`src/rtl/mips_muldiv_unit.sv`:
```
// Iterative MULT/MULTU/DIV/DIVU unit owning the architectural HI/LO registers.
// Shift-add multiply and restoring divide, one bit per clock, then a sign-fix cycle.
module mips_muldiv_unit #(
    parameter int WIDTH = 32
) (
    input  logic             clk,
    input  logic             reset,
    input  logic             start,
    input  logic [1:0]       op,
    input  logic [WIDTH-1:0] operand_a,
    input  logic [WIDTH-1:0] operand_b,
    input  logic             mthi_en,
    input  logic             mtlo_en,
    input  logic [WIDTH-1:0] hi_lo_wdata,
    output logic             busy,
    output logic             done,
    output logic [WIDTH-1:0] hi,
    output logic [WIDTH-1:0] lo
);

    typedef enum logic [1:0] {
        IDLE,
        CALC,
        FIX
    } state_t;

    state_t           state_q;
    logic [4:0]       count_q;
    logic             isDiv_q;
    logic             negA_q;
    logic             negRes_q;
    logic [WIDTH-1:0] mcand_q;
    logic [WIDTH-1:0] accHi_q;
    logic [WIDTH-1:0] accLo_q;
    logic [WIDTH-1:0] hi_q;
    logic [WIDTH-1:0] lo_q;
    logic             busy_q;
    logic             done_q;

    logic [WIDTH-1:0] accHi_d;
    logic [WIDTH-1:0] accLo_d;
    logic [WIDTH:0]   mulSum;
    logic [WIDTH:0]   divShift;
    logic [WIDTH-1:0] divDiff;

    logic             signedOp;
    logic             negA;
    logic             negB;
    logic [WIDTH-1:0] magA;
    logic [WIDTH-1:0] magB;

    logic [2*WIDTH-1:0] mulProd;
    logic [2*WIDTH-1:0] mulFixed;
    logic [WIDTH-1:0]   fixHi;
    logic [WIDTH-1:0]   fixLo;

    // Operand magnitudes and signs captured at launch; unsigned ops keep raw values.
    always_comb begin
        signedOp = ~op[0];
        negA     = signedOp & operand_a[WIDTH-1];
        negB     = signedOp & operand_b[WIDTH-1];
        magA     = negA ? (~operand_a + 1'b1) : operand_a;
        magB     = negB ? (~operand_b + 1'b1) : operand_b;
    end

    // One iteration. Multiply keeps the multiplier in accLo and shifts the
    // product in from the top; divide shifts dividend bits out of accLo into the
    // remainder and shifts quotient bits back into accLo.
    always_comb begin
        mulSum   = {1'b0, accHi_q} + (accLo_q[0] ? {1'b0, mcand_q} : '0);
        divShift = {accHi_q, accLo_q[WIDTH-1]};
        divDiff  = divShift[WIDTH-1:0] - mcand_q;
        accHi_d  = accHi_q;
        accLo_d  = accLo_q;
        if (isDiv_q) begin
            if (divShift >= {1'b0, mcand_q}) begin
                accHi_d = divDiff;
                accLo_d = {accLo_q[WIDTH-2:0], 1'b1};
            end else begin
                accHi_d = divShift[WIDTH-1:0];
                accLo_d = {accLo_q[WIDTH-2:0], 1'b0};
            end
        end else begin
            accHi_d = mulSum[WIDTH:1];
            accLo_d = {mulSum[0], accLo_q[WIDTH-1:1]};
        end
    end

    // With a zero divisor every trial subtract succeeds, so the remainder ends
    // up as the dividend magnitude; re-applying its sign restores operand_a.
    always_comb begin
        mulProd  = {accHi_q, accLo_q};
        mulFixed = negRes_q ? (~mulProd + 1'b1) : mulProd;
        if (isDiv_q) begin
            fixHi = negA_q ? (~accHi_q + 1'b1) : accHi_q;
            if (mcand_q == '0) begin
                fixLo = '1;
            end else begin
                fixLo = negRes_q ? (~accLo_q + 1'b1) : accLo_q;
            end
        end else begin
            fixHi = mulFixed[2*WIDTH-1:WIDTH];
            fixLo = mulFixed[WIDTH-1:0];
        end
    end

    always_ff @(posedge clk) begin
        if (reset) begin
            state_q  <= IDLE;
            count_q  <= '0;
            isDiv_q  <= 1'b0;
            negA_q   <= 1'b0;
            negRes_q <= 1'b0;
            mcand_q  <= '0;
            accHi_q  <= '0;
            accLo_q  <= '0;
            hi_q     <= '0;
            lo_q     <= '0;
            busy_q   <= 1'b0;
            done_q   <= 1'b0;
        end else begin
            done_q <= 1'b0;
            unique case (state_q)
                IDLE: begin
                    // A launch wins over a same-cycle MTHI/MTLO, which is dropped.
                    if (start) begin
                        state_q  <= CALC;
                        busy_q   <= 1'b1;
                        count_q  <= '0;
                        isDiv_q  <= op[1];
                        negA_q   <= negA;
                        negRes_q <= negA ^ negB;
                        accHi_q  <= '0;
                        mcand_q  <= op[1] ? magB : magA;
                        accLo_q  <= op[1] ? magA : magB;
                    end else begin
                        if (mthi_en) hi_q <= hi_lo_wdata;
                        if (mtlo_en) lo_q <= hi_lo_wdata;
                    end
                end
                CALC: begin
                    accHi_q <= accHi_d;
                    accLo_q <= accLo_d;
                    count_q <= count_q + 5'd1;
                    if (count_q == 5'(WIDTH - 1)) state_q <= FIX;
                end
                FIX: begin
                    hi_q    <= fixHi;
                    lo_q    <= fixLo;
                    state_q <= IDLE;
                    busy_q  <= 1'b0;
                    done_q  <= 1'b1;
                end
                default: begin
                    state_q <= IDLE;
                    busy_q  <= 1'b0;
                end
            endcase
        end
    end

    assign busy = busy_q;
    assign done = done_q;
    assign hi   = hi_q;
    assign lo   = lo_q;

endmodule

```
`config.mk`:
```
export PLATFORM = sky130hd
export DESIGN_NAME = mips_muldiv_unit
export DESIGN_NICKNAME = d
export VERILOG_FILES = /design/src/rtl/mips_muldiv_unit.sv
export SDC_FILE = /design/constraint.sdc
export NUM_CORES = 1
export LEC_CHECK = 0
export ABC_CLOCK_PERIOD_IN_PS = 3800
export BUFFER_PORTS_ARGS = -buffer_cell sky130_fd_sc_hd__buf_2
export CORE_ASPECT_RATIO = 1.4
export CORE_MARGIN = 5
export CORE_UTILIZATION = 25
export CTS_BUF_LIST = sky130_fd_sc_hd__clkbuf_8
export DETAILED_ROUTE_END_ITERATION = 6
export GPL_TIMING_DRIVEN = 1
export SLEW_MARGIN = 10
export SYNTH_ARGS = -nofsm -noshare
export SYNTH_HDL_FRONTEND = slang
export SYNTH_SLANG_ARGS = --single-unit
```
`constraint.sdc`:
```
create_clock -name clk -period 3.8 [get_ports clk]
set_input_delay 0.38 -clock clk [delete_from_list [all_inputs] [get_ports clk]]
set_output_delay 0.38 -clock clk [all_outputs]
set_load 0.005 [all_outputs]
```
Yosys cells after proc, flatten, opt, wreduce, memory -nomap -nowiden
Cells that the tools add are included.
{ "classes": {"addsub": 8, "magnitude_cmp": 1, "eq_ne": 8, "muxes": 33, "bitwise_logic": 10, "n_reduce_logical": 10} }
{ "ops": {"columns": ["op", "n"], "rows": [
  ["32-bit two-way mux", 19],
  ["32-bit one-hot mux with 2 select lines", 4],
  ["32-bit by 1-bit adder with 32-bit output, second input constant", 4],
  ["32-bit inverter", 4],
  ["64-bit by 1-bit adder with 64-bit output, second input constant", 1],
  ["64-bit two-way mux", 1],
  ["64-bit inverter", 1],
  ["32-bit by 32-bit adder with 33-bit output", 1],
  ["33-bit by 32-bit greater-or-equal comparator with 1-bit output", 1],
  ["32-bit logical NOT", 1],
  ["32-bit subtractor", 1],
  ["2-bit inequality test, second input constant", 5],
  ["5-bit one-hot mux with 2 select lines", 1],
  ["2-bit AND reduction", 4],
  ["3-bit AND reduction", 2],
  ["5-bit by 1-bit adder with 5-bit output, second input constant", 1],
  ["5-bit equality test, second input constant", 1],
  ["5-bit two-way mux", 1],
  ["2-bit two-way mux", 2],
  ["2-bit one-hot mux with 2 select lines", 1],
  ["2-bit nonzero test", 2],
  ["1-bit two-way mux", 3],
  ["1-bit AND", 2],
  ["2-bit by 1-bit equality test with 1-bit output, second input constant", 1],
  ["other kinds (5)", 6]
]} }
{ "totals": {"ff_bits": 172, "input_bits": 103, "out_inout_bits": 66, "elab_cells": 82} }

Longest topological paths before layout
Gate-level depths: netlist (run 1).
{ "logic_depth": {"word_depth": 6, "depth_mapped": 14, "depth_no_buf": 13} }

Worst setup path before layout (run 1)
Ideal clock, no wire load.
{ "synth_timing": {"path_kind": "register -> register", "startpoint": "reg accLo_q[0]", "endpoint": "reg accHi_q[31]", "setup_time_ns": 0.122, "t_arrival_ns": 3.018, "required_time_ns": 3.678, "path_slack_ns": 0.659, "stages_incl_launch_ff": 14, "n_path_buf": 1, "period_less_slack_ns": 3.141, "path_cell_list": "dfxtp_1 inv_1 clkbuf_1 nor2_1 ha_1 a21o_1 or3_1 o211ai_1 a211oi_1 o31ai_1 a31oi_1 a2111o_1 o211ai_1 o21ai_0"} }
{ "synth_between": {"elab_chain_cells": 4} }
{ "synth_lines": {"columns": ["element", "line", "source"], "rows": [
  ["start, declared", "34", "logic [WIDTH-1:0] accLo_q;"],
  ["start signal, assigned", "135", "accLo_q <= op[1] ? magA : magB;"],
  ["start signal, assigned", "143", "accLo_q <= accLo_d;"],
  ["32-bit two-way mux", "70", "mulSum = {1'b0, accHi_q} + (accLo_q[0] ? {1'b0, mcand_q} : '0);"],
  ["32-bit by 32-bit adder with 33-bit output", "70", null],
  ["32-bit two-way mux", "75", "if (isDiv_q) begin"],
  ["32-bit one-hot mux with 2 select lines", "123", "unique case (state_q)"],
  ["end signal, assigned", "142", "accHi_q <= accHi_d;"],
  ["end, declared", "33", "logic [WIDTH-1:0] accHi_q;"]
]} }
Every way passes these cells.
A chain may end at the register's enable or synchronous reset.

Worst setup path after layout (run 1)
{ "layout_timing": {"startpoint": "reg accHi_q[6]", "endpoint": "reg accHi_q[30]"} }
{ "layout_between": {"elab_chain_cells": 4, "word_cells_on_any_way": 6, "classes_between": "2 x add/sub; 1 x order compare; 3 x mux"} }
{ "layout_lines": {"columns": ["element", "line", "source"], "rows": [
  ["32-bit subtractor / 33-bit by 32-bit greater-or-equal comparator with 1-bit output (equally long branches)", "72, 76", null],
  ["32-bit two-way mux", "76", "if (divShift >= {1'b0, mcand_q}) begin"],
  ["32-bit two-way mux *", "75", null],
  ["32-bit one-hot mux with 2 select lines *", "123", null]
]} }
Every way passes the cells marked *; elsewhere a longest branch is shown, timed or not.

==> results of run 1 <==
==> Yosys cell counts (7+ instances only) <==
cell type  number
dfxtp_1       172
nand4_1        14
xnor2_1       105
o41ai_1        11
mux2i_1        72
o211ai_1       40
o21a_1         10
o221ai_1       32
a31oi_1        22
and2_1         13
a21oi_1       190
buf_1          13
or2_2           7
nand2_1       183
a211oi_1      111
nor4_1         22
or3_1          14
a221oi_1        8
inv_1          59
a21o_1         47
nor2b_1        20
a22oi_1        10
xor2_1         66
o21ai_0        94
o31ai_1        26
and3_1         16
nand2b_1       27
or4_1          10
nor2_1        203
nor3_1         46
ha_1           70
clkbuf_1      127
nand3_1        33
==> area by class of cell <==
cell class	count	area share, %
clock buffer	18	1.46
antenna	12	0.177
sequential	172	20.3
tap	749	5.51
multi-input combinational	1608	62.0
clock inverter	14	0.957
inverter	60	1.32
timing repair buffer	240	8.29
==> power breakdown <==
group          internal [mW]  switching [mW]
combinational          0.721            1.17
clock                  0.616           0.795
sequential              1.91           0.130
total                   3.25            2.10
==> layout by cell type (no fill, tap or decap), types with 5 or more instances in the layout <==
master / count
a211oi_1: 111
a21o_1: 47
a21oi_1: 190
a221o_1: 5
a221oi_1: 8
a22oi_1: 10
a31oi_1: 22
and2_1: 13
and3_1: 15
buf_2: 167
buf_4: 71
clkbuf_8: 18
dfxtp_1: 171
diode_2: 12
ha_1: 70
inv_1: 60
mux2_2: 5
mux2i_1: 72
nand2_1: 182
nand2b_1: 26
nand3_1: 33
nand4_1: 14
nor2_1: 201
nor2b_1: 18
nor3_1: 45
nor4_1: 22
o211ai_1: 40
o21a_1: 10
o21ai_0: 94
o221ai_1: 32
o31ai_1: 26
o41ai_1: 11
or2_2: 7
or3_1: 14
or4_1: 10
xnor2_1: 105
xor2_1: 66
==> path summary, 6_finish.rpt <==
check	from	end	slack, ns	cells after the start
worst min register to register	lo[12]$_SDFFE_PP0P_	lo[12]$_SDFFE_PP0P_	0.45	2
worst max register to register	accHi_q[6]$_SDFFE_PP0P_	accHi_q[30]$_SDFFE_PP0P_	0.24	10
worst min-delay path	hi_lo_wdata[0]	lo[0]$_SDFFE_PP0P_	0.19	3
worst max-delay path	accHi_q[6]$_SDFFE_PP0P_	accHi_q[30]$_SDFFE_PP0P_	0.24	10
==> metrics by stage <==
stage | utilization, % | cells
final | 29.1 | 2873
after global routing | 29.1 | 2868
after CTS | 29.0 | 2861
after detailed placement | 28.3 | 2829
after global placement | 28.3 | 2829
after floorplan | - | 1985
==> sequential cells by signal, summed over array words and instances (netlist names) <==
name / count
negRes_q: 1
count_q: 5
state_q: 2
busy: 1
lo: 32
negA_q: 1
accLo_q: 32
accHi_q: 32
mcand_q: 32
isDiv_q: 1
hi: 32
done: 1
==> per-layer routing <==
layer | vias up | track usage (%) | part of all wire, %
met5 | - | 0 | 0.081
met4 | 8 | 8.13 | 4.8
met3 | 128 | 3.68 | 6.2
met2 | 524 | 30.1 | 48
met1 | 7231 | 20.9 | 41
li1 | 7529 | - | -
==> logic make-up (layout without fill, tap and decap cells) <==
kind of cell    count (synthesis)  after routing  synth area share (%)
compound gates                660            660                  29.7
xor+xnor                      171            171                  10.2
fa+ha+maj                      72             72                  6.21
buf+inv                       205            332                  5.31
flops                         172            172                  23.4
mux                            77             77                  5.27
other cells                     0             12                     0
simple gates                  628            628                  19.9
==> worst register-to-register path: stages, from the launching register on <==
cell and delay (ns):
dfxtp_1 0.53, ha_1 0.38, a21oi_1 0.22, o41ai_1 0.11, a2111oi_0 0.60, a21oi_1 0.21, o41ai_2 0.51, o21bai_1 0.14
a211oi_1 0.35, xnor2_1 0.13, a211o_1 0.30
==> flow_summary.json, run 1 <==
{
  "status": "complete, no violations",
  "register_area_mm2": 0.00345,
  "dr.pass1.iters": 5,
  "tightest_slew_ns": 0.902,
  "vias": 15400,
  "finalCritPeriodShare_pct": 93.8,
  "cts_resized": 0,
  "p_leak_nw": 7.01,
  "synth_area_leaders": "dfxtp_1, a21oi_1, xnor2_1, ha_1, a211oi_1",
  "rsz0062_at_grt": "false",
  "clkTransAtPathRegs_ns": 0.11,
  "fmax_mhz": 281,
  "async_reset_ff_share_pct": 0,
  "gp_congestion": 0.982,
  "place_area_mm2": 0.0166,
  "io_pins": 169,
  "viasPerCell": 5.37,
  "slew_headroom_pct": 39.9,
  "cts_setup_buffers": 0,
  "worst_ep_arrival_time_ns": 3.99,
  "grt_pass1_wl_um": 88600,
  "cts_buffers": 17,
  "globalRouteOverflowTotal": 0,
  "dp_slack_ns": 0.278,
  "whs_ns": 0.193,
  "synthesis.area_mm2": 0.0147,
  "htree_levels": 4,
  "setup_tns_ns": 0,
  "cts_tree": "yes",
  "nNetsFinal": 2274,
  "antenna_found_initial": 16,
  "synthCells": 1985,
  "wl_per_cell_um": 20.6,
  "vdd_ir_drop_max_mv": 0.238,
  "worstPathRequired_ns": 4.23,
  "seq_area_frac_synth_pct": 23.4,
  "syn_to_final_growth_pct": 15.4,
  "ctsHoldBuffers": 0,
  "dp_hpwl_um": 47200,
  "crit_slowest_cell": "a2111oi_0",
  "fillers": 6364,
  "grt_pass1_vias": 14700,
  "crit_buf_inv": 0,
  "final-setup-viol-count": 0,
  "drt.antenna.violating_nets": 0,
  "drc_errors": 0,
  "synth_cell_types": 71,
  "die_h_um": 297,
  "maxSlewViolCount": 0,
  "core_area_mm2": 0.0585,
  "yosysWarnings": 0,
  "drt_iter0_drc": 1277,
  "grt_max_degree": 77,
  "wl_um": 59200,
  "dieWidth_um": 215,
  "die_area_mm2": 0.0640,
  "hold_violations": 0,
  "multiInputGateArea_mm2": 0.0105,
  "critPathKind": "register to register",
  "end_kind": "register",
  "ys_ff_latch": 172,
  "p_per_area_mw_per_mm2": 315,
  "start_util_pct": 25.2,
  "cts.sinks": 172,
  "grt_usage_pct": 17.5,
  "path_cells": "ha_1, a21oi_1, o41ai_1, a2111oi_0, a21oi_1, o41ai_2, o21bai_1, a211oi_1, xnor2_1, a211o_1",
  "hold_path_class": "primary input to register",
  "final_cell_area_mm2": 0.0170,
  "synth_fp_nets": 2160,
  "avgSynthCellArea_um2": 7.42,
  "synth_edf_count": 0,
  "port_buffers": 168,
  "clockBufferDepth": 2,
  "cpLargestDelayFamily": "compound AO/OA/AOI/OAI gates",
  "yosys.area.top_type_share_pct": 23.4,
  "root_buffer": "clkbuf_8",
  "drv_cap": 0,
  "cpMostUsedCell": "a21oi_1",
  "drive_gt1_share_pct": 14.4,
  "startpoint_type": "register",
  "finalWorstSetupSlack_ns": 0.235,
  "critPathMaxStageDelay_ns": 0.60,
  "final.min_clock_period_ns": 3.56,
  "power_mw": 5.35,
  "synth_top_area_cell": "dfxtp_1",
  "rows": 105,
  "crit_path_max_fanout": 8,
  "clk_latency_ns": 0.53,
  "yosys_most_used_dff": "dfxtp_1",
  "fin_skew_ns": 0.0247
}
Power figures use the tool's default switching activity.
==> run 2, diff against run 1 <==
Settings changed: BUFFER_PORTS_ARGS -buffer_cell sky130_fd_sc_hd__buf_2 to -buffer_cell sky130_fd_sc_hd__buf_4.
==> run 2 against run 1 <==
Combinational power increased by 4%; total power rose by 3.0%; register-to-register slack worse by 0.05 ns; routed wire length up 1.7%; worst setup slack worse by 0.046 ns; clock power grew 6%; critical path type unchanged; largest cell class unchanged.
==> flow_summary.json, run 2 (synthesis gave the netlist of run 1 again) <==
{
  "status": "complete, no violations",
  "dieWidth_um": 215,
  "antenna_found_initial": 1,
  "wl_per_cell_um": 21.0,
  "htree_levels": 4,
  "final-setup-viol-count": 0,
  "cts_buffers": 17,
  "core_area_mm2": 0.0585,
  "power_mw": 5.51,
  "grt_pass1_wl_um": 89800,
  "cts.sinks": 172,
  "finalWorstSetupSlack_ns": 0.190,
  "root_buffer": "clkbuf_8",
  "drc_errors": 0,
  "critPathKind": "register to register",
  "vias": 15800,
  "cts_tree": "yes",
  "wl_met3_um": 3540,
  "worst_ep_arrival_time_ns": 4.01,
  "place_area_mm2": 0.0169,
  "vdd_ir_drop_max_mv": 0.255,
  "io_pins": 169,
  "drt.antenna.violating_nets": 0,
  "whs_ns": 0.189,
  "hold_path_class": "primary input to register",
  "start_util_pct": 25.2,
  "drt-met1-wl_um": 24800,
  "maxSlewViolCount": 0,
  "dr.pass1.iters": 7,
  "top_layer": "met4",
  "viasPerCell": 5.52,
  "grt_usage_pct": 17.7,
  "clk_latency_ns": 0.51,
  "fmax_mhz": 277,
  "drv_cap": 0,
  "clkTransAtPathRegs_ns": 0.11,
  "hold_violations": 0,
  "drt_iter0_drc": 1485,
  "cts_setup_buffers": 0,
  "wl_met2_um": 28400,
  "grt_max_degree": 79,
  "wl_um": 60200,
  "clockBufferDepth": 2,
  "die_h_um": 297,
  "crit_path_max_fanout": 26,
  "worstPathRequired_ns": 4.20,
  "multiInputGateArea_mm2": 0.0105,
  "final_cell_mix": "buf_4, nor2_1, a21oi_1",
  "gp_congestion": 0.985,
  "final.min_clock_period_ns": 3.61,
  "p_per_area_mw_per_mm2": 317,
  "fillers": 6205,
  "startpoint_type": "register",
  "globalRouteOverflowTotal": 0,
  "setup_tns_ns": 0,
  "final_cell_area_mm2": 0.0174,
  "register_area_mm2": 0.00345,
  "finalCritPeriodShare_pct": 95.0,
  "fin_skew_ns": 0.0167,
  "end_kind": "register",
  "dp_hpwl_um": 47800,
  "drive_gt1_share_pct": 14.4,
  "dp_slack_ns": 0.311,
  "layout_commonest_cell": "buf_4",
  "port_buffers": 168,
  "die_area_mm2": 0.0640,
  "slew_headroom_pct": 29.4,
  "ctsHoldBuffers": 0,
  "grt_pass1_vias": 15100,
  "tightest_slew_ns": 1.06,
  "syn_to_final_growth_pct": 18.0,
  "nNetsFinal": 2273,
  "cts_resized": 0,
  "rsz0062_at_grt": "false",
  "p_leak_nw": 7.08,
  "rows": 105
}
[run 2: cell types whose count changed in the layout (fill, tap and decap cells not counted), sizes merged]
cell / previous run / this run
clkinv: 8 / 4
clkinvlp: 0 / 2
buf: 240 / 239
bufinv: 2 / 3
diode: 12 / 1
clkbuf: 18 / 19
[run 2: per-layer routing]
layer,GRT usage (%),vias up
met4,9.64,0
met1,21.6,7496
met5,0,-
li1,-,7523
met2,29.8,622
met3,2.66,150
[run 2: critical path, cell delays in order, from the launching register on]
cell      delay (ns)
dfxtp_1         0.35
inv_1           0.12
buf_4           0.33
nor2_1          0.10
ha_1            0.24
or3_1           0.40
o211ai_1        0.31
a211oi_1        0.17
o31ai_1         0.59
a31oi_1         0.27
a2111o_1        0.43
o211ai_1        0.09
o21ai_0         0.11
[run 2: through the flow]
stage	util [%]	cells
floorplan	-	1985
detailed placement	29.0	2828
CTS	29.7	2860
finish	29.7	2861
global placement	29.0	2828
global route	29.7	2861
[run 2: final timing paths]
path / start / to / cells after the start / slack [ns]
worst max-delay path: accLo_q[0]$_SDFFE_PP0P_ / accHi_q[31]$_SDFFE_PP0P_ / 12 / 0.19
worst min-delay path: hi_lo_wdata[0] / lo[0]$_SDFFE_PP0P_ / 3 / 0.19
worst max register to register: accLo_q[0]$_SDFFE_PP0P_ / accHi_q[31]$_SDFFE_PP0P_ / 12 / 0.19
worst min register to register: lo[9]$_SDFFE_PP0P_ / lo[9]$_SDFFE_PP0P_ / 2 / 0.46
[run 2: power breakdown]
part           leakage (nW)  internal (mW)  switching [mW]
sequential             1.41           1.91           0.126
combinational          5.46          0.764            1.20
clock                 0.218          0.703           0.801
total                  7.08           3.38            2.13
[run 2: area by class of cell]
cell class | count | share of cell area (%)
clock buffer | 19 | 1.50
inverter | 60 | 1.30
antenna | 1 | 0.0144
multi-input combinational | 1608 | 60.6
timing repair buffer | 239 | 10.3
clock inverter | 13 | 1.04
tap | 749 | 5.39
sequential | 172 | 19.8
==> run 3, diff against run 2 <==
==> constraint.sdc (replaced) <==
create_clock -name clk -period 3.8 [get_ports clk]
set_input_delay 0 -clock clk [delete_from_list [all_inputs] [get_ports clk]]
set_output_delay 0 -clock clk [all_outputs]
set_load 0.005 [all_outputs]
==> run 3 against run 2 <==
Sequential cell count stayed put; critical path depth is 4 lower; routed wire length is 3.4% higher; non-clock buffer count is 55 higher; hold slack worse by 0.17 ns; highest routed layer unchanged.
==> flow_summary.json, run 3 (synthesis gave the netlist of run 1 again) <==
{
  "status": "complete, no violations",
  "tightest_slew_ns": 1.10,
  "rsz0062_at_grt": "false",
  "dr.pass1.iters": 6,
  "final.min_clock_period_ns": 3.52,
  "end_kind": "register",
  "port_buffers": 168,
  "slew_headroom_pct": 26.0,
  "crit_start": "mcand_q[1]$_SDFFE_PP0P_",
  "cts.sinks": 172,
  "dieWidth_um": 215,
  "fmax_mhz": 284,
  "crit_slowest_cell": "nor3_1",
  "vdd_ir_drop_max_mv": 0.229,
  "antenna_found_initial": 2,
  "critPathKind": "register to register",
  "cpLargestDelayFamily": "simple AND/OR/NAND/NOR gates",
  "grt_max_degree": 77,
  "viasPerCell": 5.45,
  "r2r-start": "mcand_q[1]$_SDFFE_PP0P_",
  "nNetsFinal": 2328,
  "cts_tree": "yes",
  "reg2reg_to": "lo[24]$_SDFFE_PP0P_",
  "gr-max-usage-layer": "met2",
  "vias": 15900,
  "root_buffer": "clkbuf_8",
  "clkTransAtPathRegs_ns": 0.11,
  "drc_errors": 0,
  "drv_cap": 0,
  "finalCritPeriodShare_pct": 92.5,
  "clockBufferDepth": 2,
  "io_pins": 169,
  "clk_latency_ns": 0.52,
  "critPathMaxStageDelay_ns": 0.90,
  "crit_buf_inv": 2,
  "crit_path_max_fanout": 27,
  "wl_um": 62300,
  "cts_buffers": 17,
  "drt.antenna.violating_nets": 0,
  "use_met2_pct": 31.0,
  "place_area_mm2": 0.0169,
  "core_area_mm2": 0.0585,
  "grt_use_met3_pct": 2.75,
  "rows": 105,
  "drive_gt1_share_pct": 13.8,
  "grt_pass1_vias": 15500,
  "use_met1_pct": 22.8,
  "htree_levels": 4,
  "worstPathRequired_ns": 4.25,
  "worst_ep_arrival_time_ns": 3.97,
  "fillers": 6209,
  "final_cell_area_mm2": 0.0179,
  "r2r_cells": 8,
  "setup_tns_ns": 0,
  "cp-endpoint": "lo[24]$_SDFFE_PP0P_",
  "r2r_slack_ns": 0.28,
  "final_cell_mix": "buf_4, nor2_1, a21oi_1",
  "wl_per_cell_um": 21.3,
  "die_h_um": 297,
  "whs_ns": 0.0146,
  "p_leak_nw": 7.32,
  "place_inst": 2823,
  "syn_to_final_growth_pct": 21.8,
  "finalNonFillerCells": 2916,
  "dp_hpwl_um": 49100,
  "maxSlewViolCount": 0,
  "globalRouteOverflowTotal": 0,
  "hold_violations": 0,
  "hold_path_class": "primary input to register",
  "fin_skew_ns": 0.0298,
  "path_depth": 8,
  "p_per_area_mw_per_mm2": 307,
  "startpoint_type": "register",
  "start_util_pct": 25.2,
  "layout_commonest_cell": "buf_4",
  "drt_iter0_drc": 1501,
  "final-setup-viol-count": 0,
  "path_cells": "nor4_1, nand4_1, nor3_1, nand2b_1, buf_4, o221ai_1, a21oi_1, dlygate4sd3_1",
  "grt_pass1_wl_um": 94300,
  "gp_congestion": 0.981,
  "die_area_mm2": 0.0640,
  "grt_usage_pct": 18.6
}
run 3: cell types whose count changed in the layout (fill, tap and decap cells not counted), moves of 2 or more:
cell | previous run | this run
clkinv_4 | 1 | 3
clkinvlp_4 | 2 | 0
inv_8 | 1 | 3
dlygate4sd3_1 | 0 | 60
buf_4 | 239 | 233
run 3: cell type report:
| class | instances | area [um^2] | share of cell area (%) |
|---|---|---|---|
| timing repair buffer | 294 | 2370 | 13.2 |
| clock buffer | 19 | 262 | 1.46 |
| antenna | 1 | 2.50 | 0.0139 |
| clock inverter | 13 | 155 | 0.865 |
| multi-input combinational | 1608 | 10500 | 58.8 |
| sequential | 172 | 3450 | 19.2 |
| inverter | 60 | 225 | 1.26 |
| tap | 749 | 937 | 5.22 |
run 3: layer usage:
metal	share of wire (%)	routed length, um	vias to the layer above
met5	0	0	-
met4	6.2	3860	0
met3	5.3	3320	152
met2	47	29300	582
met1	41	25700	7550
li1	-	-	7610
run 3: repair_timing:
item,in CTS,in global routing
setup endpoints to repair,0,1
gates resized for setup,0,1
buffers inserted,0,0
hold endpoints to repair,87,0
hold buffers,60,0
run 3: per-stage QoR:
| step | total power, mW | utilization, % | setup WS [ns] |
|---|---|---|---|
| 6_report | 5.50 | 30.7 | 0.285 |
| 5_1_grt | 5.75 | 30.7 | 0.0563 |
| 4_1_cts | 5.49 | 30.7 | 0.199 |
| 3_5_place_dp | 4.03 | 28.9 | 0.242 |
| 3_3_place_gp | 4.02 | 28.9 | 0.297 |
| 2_1_floorplan | 3.30 | - | 0.659 |
run 3: worst reg2reg max path: stages, from the launching register on:
cell           delay, ns
dfxtp_1             0.40
nor4_1              0.52
nand4_1             0.16
nor3_1              0.90
nand2b_1            0.21
buf_4               0.30
o221ai_1            0.18
a21oi_1             0.21
dlygate4sd3_1       0.58
run 3: report_power, final:
part	switching, mW	internal, mW	total [mW]
logic	1.21	0.803	2.01
registers	0.147	1.91	2.06
clock network	0.797	0.638	1.43
run 3: worst min-delay path by stage:
stage | from | end | slack, ns | depth (start not counted)
after floorplan | hi_lo_wdata[0] | lo[0]$_SDFFE_PP0P_ | 0.18 | 2
after global placement | hi_lo_wdata[0] | lo[0]$_SDFFE_PP0P_ | 0.30 | 3
after detailed placement | hi_lo_wdata[0] | lo[0]$_SDFFE_PP0P_ | 0.32 | 3
after CTS | operand_b[17] | mcand_q[17]$_SDFFE_PP0P_ | 0.005 | 5
after global routing | operand_b[31] | mcand_q[31]$_SDFFE_PP0P_ | 0.04 | 4
final | operand_a[19] | mcand_q[19]$_SDFFE_PP0P_ | 0.01 | 4
